### config.mk
export PLATFORM = sky130hd
export DESIGN_NAME = alu_seq
export DESIGN_NICKNAME = d
export VERILOG_FILES = /design/src/rtl/alu_seq.sv
export SDC_FILE = /design/constraint.sdc
export NUM_CORES = 2
export LEC_CHECK = 0
export ABC_AREA = 1
export CORE_ASPECT_RATIO = 1.25
export CORE_MARGIN = 8
export CORE_UTILIZATION = 45
export DETAILED_ROUTE_END_ITERATION = 16
export PLACE_DENSITY_LB_ADDON = 0.08
export SETUP_SLACK_MARGIN = 0.3
export SLEW_MARGIN = 5
export SYNTH_ARGS = -nofsm -noshare
export SYNTH_HDL_FRONTEND = slang
export SYNTH_SLANG_ARGS = --single-unit
export TNS_END_PERCENT = 10
### constraint.sdc
create_clock -name clk -period 5.3 [get_ports clk]
set_clock_uncertainty 0.1 [all_clocks]
set_input_delay 0.795 -clock clk [delete_from_list [all_inputs] [get_ports clk]]
set_output_delay 0.795 -clock clk [all_outputs]
set_load 0.03 [all_outputs]
### src/rtl/alu_seq.sv
// Registered, valid/ready handshaked ALU with iterative shift-add multiply and restoring divide.
// Optional feature macro: ALU_MULH_EN (opcode 14 returns the upper half of the signed product).
module alu_seq #(
    parameter  int WIDTH = 32,
    localparam int SHW   = $clog2(WIDTH)
) (
    input  logic             clk,
    input  logic             reset,
    input  logic             in_valid,
    output logic             in_ready,
    input  logic [WIDTH-1:0] a,
    input  logic [WIDTH-1:0] b,
    input  logic [3:0]       opcode,
    output logic             out_valid,
    input  logic             out_ready,
    output logic [WIDTH-1:0] result,
    output logic             zero,
    output logic             negative,
    output logic             carryout,
    output logic             overflow,
    output logic             div_by_zero,
    output logic             busy
);

    localparam logic [3:0] OP_AND  = 4'd0;
    localparam logic [3:0] OP_OR   = 4'd1;
    localparam logic [3:0] OP_XOR  = 4'd2;
    localparam logic [3:0] OP_NOR  = 4'd3;
    localparam logic [3:0] OP_NAND = 4'd4;
    localparam logic [3:0] OP_NOT  = 4'd5;
    localparam logic [3:0] OP_ADD  = 4'd6;
    localparam logic [3:0] OP_SUB  = 4'd7;
    localparam logic [3:0] OP_SLT  = 4'd8;
    localparam logic [3:0] OP_MUL  = 4'd9;
    localparam logic [3:0] OP_DIV  = 4'd10;
    localparam logic [3:0] OP_MOD  = 4'd11;
    localparam logic [3:0] OP_SLA  = 4'd12;
    localparam logic [3:0] OP_SRA  = 4'd13;
`ifdef ALU_MULH_EN
    localparam logic [3:0] OP_MULH = 4'd14;
`endif

    localparam logic [SHW:0] CNT_LAST = (SHW+1)'(WIDTH);

    typedef enum logic [1:0] {
        IDLE = 2'd0,
        BUSY = 2'd1,
        DONE = 2'd2
    } state_t;

    function automatic logic is_iter(input logic [3:0] op);
        case (op)
            OP_MUL, OP_DIV, OP_MOD: is_iter = 1'b1;
`ifdef ALU_MULH_EN
            OP_MULH:                is_iter = 1'b1;
`endif
            default:                is_iter = 1'b0;
        endcase
    endfunction

    state_t                 state_r;
    logic [WIDTH-1:0]       a_r, b_r;
    logic [3:0]             op_r;
    logic [SHW:0]           cnt_r;
    logic [2*WIDTH-1:0]     p_r, mc_r;
    logic [WIDTH:0]         mp_r, d_r;
    logic [WIDTH-1:0]       rem_r, q_r;
    logic [WIDTH-1:0]       result_r;
    logic                   zero_r, negative_r, carryout_r, overflow_r, dbz_r;
    logic                   out_valid_r, busy_r;

    logic                   in_ready_s, accept_s;
    logic [SHW-1:0]         shamt_s;
    logic [WIDTH:0]         sum_s, diff_s, mag_a_s, mag_b_s, rem_sh_s;
    logic                   rem_take_s;
    logic [WIDTH-1:0]       sc_res_s;
    logic                   sc_cout_s, sc_ovf_s, sc_flag_en_s;
    logic                   prod_neg_s, b_zero_s;
    logic [2*WIDTH-1:0]     prod_full_s;
    logic [WIDTH-1:0]       fix_res_s;
    logic                   fix_ovf_s, fix_dbz_s;

    assign in_ready_s = (state_r == IDLE) || ((state_r == DONE) && out_ready);
    assign accept_s   = in_valid && in_ready_s;
    assign shamt_s    = b[SHW-1:0];
    assign sum_s      = {1'b0, a} + {1'b0, b};
    assign diff_s     = {1'b0, a} + {1'b0, ~b} + {{WIDTH{1'b0}}, 1'b1};
    // Magnitudes carry one extra bit so the most-negative operand stays positive.
    assign mag_a_s    = a[WIDTH-1] ? ({(WIDTH+1){1'b0}} - {a[WIDTH-1], a}) : {a[WIDTH-1], a};
    assign mag_b_s    = b[WIDTH-1] ? ({(WIDTH+1){1'b0}} - {b[WIDTH-1], b}) : {b[WIDTH-1], b};
    assign rem_sh_s   = {rem_r, q_r[WIDTH-1]};
    assign rem_take_s = (rem_sh_s >= d_r);

    // Single-cycle datapath evaluated on the operands being accepted.
    always_comb begin
        sc_res_s     = {WIDTH{1'b0}};
        sc_cout_s    = 1'b0;
        sc_ovf_s     = 1'b0;
        sc_flag_en_s = 1'b1;
        case (opcode)
            OP_AND:  sc_res_s = a & b;
            OP_OR:   sc_res_s = a | b;
            OP_XOR:  sc_res_s = a ^ b;
            OP_NOR:  sc_res_s = ~(a | b);
            OP_NAND: sc_res_s = ~(a & b);
            OP_NOT:  sc_res_s = ~a;
            OP_ADD: begin
                sc_res_s  = sum_s[WIDTH-1:0];
                sc_cout_s = sum_s[WIDTH];
                sc_ovf_s  = (a[WIDTH-1] == b[WIDTH-1]) && (sum_s[WIDTH-1] != a[WIDTH-1]);
            end
            OP_SUB: begin
                sc_res_s  = diff_s[WIDTH-1:0];
                sc_cout_s = diff_s[WIDTH];
                sc_ovf_s  = (a[WIDTH-1] != b[WIDTH-1]) && (diff_s[WIDTH-1] != a[WIDTH-1]);
            end
            OP_SLT: begin
                if ($signed(a) < $signed(b)) begin
                    sc_res_s = {{(WIDTH-1){1'b0}}, 1'b1};
                end else begin
                    sc_res_s = {WIDTH{1'b0}};
                end
            end
            OP_SLA:  sc_res_s = a << shamt_s;
            OP_SRA:  sc_res_s = $signed(a) >>> shamt_s;
            default: sc_flag_en_s = 1'b0;
        endcase
    end

    // Sign fixup applied to the magnitude results in the last BUSY cycle.
    always_comb begin
        prod_neg_s  = a_r[WIDTH-1] ^ b_r[WIDTH-1];
        prod_full_s = prod_neg_s ? ({(2*WIDTH){1'b0}} - p_r) : p_r;
        b_zero_s    = (b_r == {WIDTH{1'b0}});
        fix_res_s   = {WIDTH{1'b0}};
        fix_ovf_s   = 1'b0;
        fix_dbz_s   = 1'b0;
        case (op_r)
            OP_MUL: begin
                fix_res_s = prod_full_s[WIDTH-1:0];
                fix_ovf_s = (prod_full_s[2*WIDTH-1:WIDTH] != {WIDTH{prod_full_s[WIDTH-1]}});
            end
            OP_DIV: begin
                if (b_zero_s) begin
                    fix_res_s = {WIDTH{1'b1}};
                    fix_dbz_s = 1'b1;
                end else begin
                    fix_res_s = prod_neg_s ? ({WIDTH{1'b0}} - q_r) : q_r;
                    fix_ovf_s = (a_r == {1'b1, {(WIDTH-1){1'b0}}}) && (b_r == {WIDTH{1'b1}});
                end
            end
            OP_MOD: begin
                if (b_zero_s) begin
                    fix_res_s = a_r;
                    fix_dbz_s = 1'b1;
                end else begin
                    fix_res_s = a_r[WIDTH-1] ? ({WIDTH{1'b0}} - rem_r) : rem_r;
                end
            end
`ifdef ALU_MULH_EN
            OP_MULH: fix_res_s = prod_full_s[2*WIDTH-1:WIDTH];
`endif
            default: fix_res_s = {WIDTH{1'b0}};
        endcase
    end

    // Control FSM, iterative datapath and registered outputs.
    always_ff @(posedge clk) begin
        if (reset) begin
            state_r     <= IDLE;
            a_r         <= {WIDTH{1'b0}};
            b_r         <= {WIDTH{1'b0}};
            op_r        <= 4'd0;
            cnt_r       <= {(SHW+1){1'b0}};
            p_r         <= {(2*WIDTH){1'b0}};
            mc_r        <= {(2*WIDTH){1'b0}};
            mp_r        <= {(WIDTH+1){1'b0}};
            d_r         <= {(WIDTH+1){1'b0}};
            rem_r       <= {WIDTH{1'b0}};
            q_r         <= {WIDTH{1'b0}};
            result_r    <= {WIDTH{1'b0}};
            zero_r      <= 1'b0;
            negative_r  <= 1'b0;
            carryout_r  <= 1'b0;
            overflow_r  <= 1'b0;
            dbz_r       <= 1'b0;
            out_valid_r <= 1'b0;
            busy_r      <= 1'b0;
        end else begin
            case (state_r)
                IDLE, DONE: begin
                    if (accept_s) begin
                        a_r   <= a;
                        b_r   <= b;
                        op_r  <= opcode;
                        cnt_r <= {(SHW+1){1'b0}};
                        p_r   <= {(2*WIDTH){1'b0}};
                        mc_r  <= {{(WIDTH-1){1'b0}}, mag_a_s};
                        mp_r  <= mag_b_s;
                        d_r   <= mag_b_s;
                        rem_r <= {WIDTH{1'b0}};
                        q_r   <= mag_a_s[WIDTH-1:0];
                        if (is_iter(opcode)) begin
                            state_r     <= BUSY;
                            busy_r      <= 1'b1;
                            out_valid_r <= 1'b0;
                        end else begin
                            state_r     <= DONE;
                            out_valid_r <= 1'b1;
                            result_r    <= sc_res_s;
                            zero_r      <= sc_flag_en_s && (sc_res_s == {WIDTH{1'b0}});
                            negative_r  <= sc_res_s[WIDTH-1];
                            carryout_r  <= sc_cout_s;
                            overflow_r  <= sc_ovf_s;
                            dbz_r       <= 1'b0;
                        end
                    end else if ((state_r == DONE) && out_ready) begin
                        state_r     <= IDLE;
                        out_valid_r <= 1'b0;
                    end
                end
                BUSY: begin
                    if (cnt_r != CNT_LAST) begin
                        if (mp_r[0]) begin
                            p_r <= p_r + mc_r;
                        end
                        mc_r  <= {mc_r[2*WIDTH-2:0], 1'b0};
                        mp_r  <= {1'b0, mp_r[WIDTH:1]};
                        rem_r <= rem_take_s ? WIDTH'(rem_sh_s - d_r) : rem_sh_s[WIDTH-1:0];
                        q_r   <= {q_r[WIDTH-2:0], rem_take_s};
                        cnt_r <= cnt_r + {{SHW{1'b0}}, 1'b1};
                    end else begin
                        state_r     <= DONE;
                        busy_r      <= 1'b0;
                        out_valid_r <= 1'b1;
                        cnt_r       <= {(SHW+1){1'b0}};
                        result_r    <= fix_res_s;
                        zero_r      <= (fix_res_s == {WIDTH{1'b0}});
                        negative_r  <= fix_res_s[WIDTH-1];
                        carryout_r  <= 1'b0;
                        overflow_r  <= fix_ovf_s;
                        dbz_r       <= fix_dbz_s;
                    end
                end
                default: begin
                    state_r     <= IDLE;
                    busy_r      <= 1'b0;
                    out_valid_r <= 1'b0;
                end
            endcase
        end
    end

    assign in_ready    = in_ready_s;
    assign out_valid   = out_valid_r;
    assign result      = result_r;
    assign zero        = zero_r;
    assign negative    = negative_r;
    assign carryout    = carryout_r;
    assign overflow    = overflow_r;
    assign div_by_zero = dbz_r;
    assign busy        = busy_r;

endmodule

==> metrics.txt <==
Port Buf Inserts approximately 110; final instance area about 0.042 sq mm; first-pass GRT wire length just under 300,000 um; Yosys reg bits 370; Final setup viols 0; Slew HR ~16%; Compound-Gate Fraction of Synth Area roughly a fifth; post-synthesis mux area share 0%; crit-path max cell delay 0.80 ns; synth top area cells dfxtp_1, nand2_1, nand3_1; fin crit share roughly nine tenths; Reg power frac 32.5%; MaxCap Viol Count 0; remaining global-route overflow 0; switching share of power between 40% and 50%; Cells after DPL ~7.7k; Yosys top cell area share between 10% and 20%; Max Clock Freq between 200 and 250 MHz; Die Y-Extent around 340 um; final cell count without fillers a little under 8k; worst path arrival time 5.12 ns; die area between 0.09 and 0.1 sq mm; Power Total ~9.6 mW; Final nets ~7k; post-DR wirelength/cell roughly 27 um; end point of the critical path q_r[22]; CTS resizes 0; # clock sinks between 300 and 400; Core ar. just over 0.08 sq mm; worst reg-to-reg path cell count 18; DR vias about 48k; Initial Utilization 45.4%; Post-Syn Area roughly 0.038 sq mm; power per cell area approximately 230 mW/mm^2; RSZ-0062 raised after global routing no; Post-synth top cells nand2_1, nor2_1, nand3_1; Clock Path Buffers 3; CP endpoint kind flop; status finished clean; total placed instance area between 0.04 and 0.05 sq mm; Placement Setup Slack 0.241 ns; crit path max fanout 6; std cell rows ~120; crit path launch a[0]; DRC Markers 0; EDFF count, synth 0; post-synthesis cell type count 63; Pint between 5 and 6 mW; largest net degree at the start of global routing 129; CTS clk-pin slew, worst paths 0.06 ns; Worst setup SP type primary input; # hold bufs at CTS 0; buffers and inverters on the worst path 2; CTS Buf Count 44; reg2reg start a_r[31]; worst endpoint required time 5.75 ns; Die W between 200 and 300 um; Synth Instances ~6.6k; register area share after synthesis 19.6%; Worst Hold Class flop to flop; Setup Crit Path Kind primary input to flop; Clock power frac about a third; worst hold margin roughly 0.35 ns; crit-path leading delay family simple AND/OR/NAND/NOR gates; count leader, synth nand2_1; Root Buffer clkbuf_16; fraction of registers with async set/reset 0%; drt first pass iters 8; vias per cell about 6.1; Layout area overhead 11.2%; Antenna Violating Nets Remaining 0; H-tree depth 2; initial antenna violation count 15; I/O pin count around 110; Final Hold Viols 0; fin util about half; peak supply drop 0.259 mV; Post-Synth Adder-Cell Area ~7.0%; drt initial violations about 6.0k; r2r endpoint overflow; Tmin final roughly 4.7 ns; worst skew pair latency ~0.62 ns; Comb power frac 34.7%; routability cong. approximately 1.1; fin. max-slew vios 0; most used flip-flop cell after synthesis dfxtp_1; Post-Synth Simple-Gate Area approximately 40%; post-synthesis xor/xnor area fraction roughly 1.3%; NetSw 3.96 mW; largest family of logic cells by synthesized area simple AND/OR/NAND/NOR gates; CP max-delay cell nor2_1; mean cell area of the mapped netlist 5.69 sq um; crit path cell chain clkdlybuf4s50_1 > inv_1 > ha_1 > nand3_2 > nor3_2 > nand3_1 > nor2_1 > nand3_1 > nor2_2 > nand2_1 > nand2_1 > o21ai_0 > nor2_1 > o221a_2; layout cell share with drive strength beyond 1 under 10%; Slew @ Worst Pin approximately 1.2 ns; critical path depth in cells 14; HPWL Detailed between 150,000 and 200,000 um; Total Wirelength between 200,000 and 250,000 um; Static Leakage 19.7 nW; # Post-CTS Setup Buffers 0; Synth Warn # 0; Final Worst Setup Slack 0.633 ns; Syn Nets roughly 6.9k; vias in the first global route 43.9k; GRT Resource Usage Total 43.1%; setup tns final 0 ns; TritonCTS clock tree yes; Yosys top cell by area dfxtp_1; r2r setup slk ~1.4 ns
## cell families (layout without fill, tap and decap cells)
| family | after synthesis | in the layout |
|---|---|---|
| and+or+nand+nor | 3558 | 3558 |
| AOI/OAI and AO/OA | 1417 | 1417 |
| buffers and inverters | 1013 | 1118 |
| DFF | 370 | 370 |
| adders and majority gates | 207 | 207 |
| xor gates and xnor gates | 56 | 56 |
| other | 0 | 9 |
## area by class of cell
| cell class | instances | area, sq um |
|---|---|---|
| Inverter | 719 | 2700 |
| Antenna cell | 9 | 22.5 |
| Multi-Input combinational cell | 5238 | 26300 |
| Fill cell | 9039 | 41000 |
| Tap cell | 1080 | 1350 |
| Clock buffer | 58 | 1210 |
| Timing Repair Buffer | 320 | 2700 |
| Clock inverter | 21 | 226 |
| Sequential cell | 370 | 7410 |
## power groups by stage
stage	sequential, mW	clock [mW]	combinational, mW
final	3.11	3.15	3.33
after global routing	3.12	3.25	3.54
after CTS	3.10	3.15	3.19
after detailed placement	3.16	0	3.17
after global placement	3.15	0	3.18
after floorplan	3.12	0	1.93
## worst min path at each step
stage / start / end / cells past startpoint
4_1_cts: mp_r[32] / mp_r[32] / 2
5_1_grt: mp_r[32] / mp_r[32] / 2
3_3_place_gp: mp_r[32] / mp_r[32] / 2
6_report: mp_r[32] / mp_r[32] / 2
3_5_place_dp: mp_r[32] / mp_r[32] / 2
2_1_floorplan: mp_r[32] / mp_r[32] / 2
## sequential cells by signal, summed over array words and instances (netlist names)
register     cells
zero             1
a_r             32
d_r             32
state_r          2
p_r             64
rem_r           32
b_r             32
busy             1
result          32
cnt_r            6
op_r             4
mp_r            33
q_r             32
carryout         1
div_by_zero      1
mc_r            64
overflow         1
## cell usage in the layout (no fill, tap or decap), types with 8 or more instances in the layout
master	instances
nor4_1	35
a22oi_1	13
buf_4	206
inv_1	689
inv_2	22
a2bb2oi_1	9
nor2_1	772
a211oi_1	10
nand3_1	740
dfxtp_1	370
a21o_1	17
o2111ai_1	17
clkbuf_16	44
o22ai_1	13
o211ai_1	59
ha_1	203
nand3b_1	24
nand4_1	81
o221a_2	12
diode_2	9
clkdlybuf4s50_1	106
nor2_2	13
clkbuf_1	8
a31oi_1	65
nand2_1	1728
o21ai_1	31
o21bai_1	21
xnor2_1	20
or2_2	23
o21a_1	24
nor3_1	77
o21ai_0	428
nand2_2	12
a21oi_1	635
a221oi_1	19
o221ai_1	22
nor2_4	11
xor2_1	36
nand3_2	8
## tightest hold or removal path, cell delays in order, from the launching register on
cell,delay [ns]
dfxtp_1,0.31
nand2_1,0.06
nor2_1,0.04
## layer usage
layer  share of wire [%]  vias to the layer above  wire, um  track usage (%)
met5               0.015                        -        32                0
met4                  12                        4     24100             38.5
met3                 9.3                      847     19400             9.25
met2                  44                     2972     91100             68.0
met1                  36                    21900     74200             48.4
li1                    -                    22200         -                -
(Power assumes the default switching activity.)
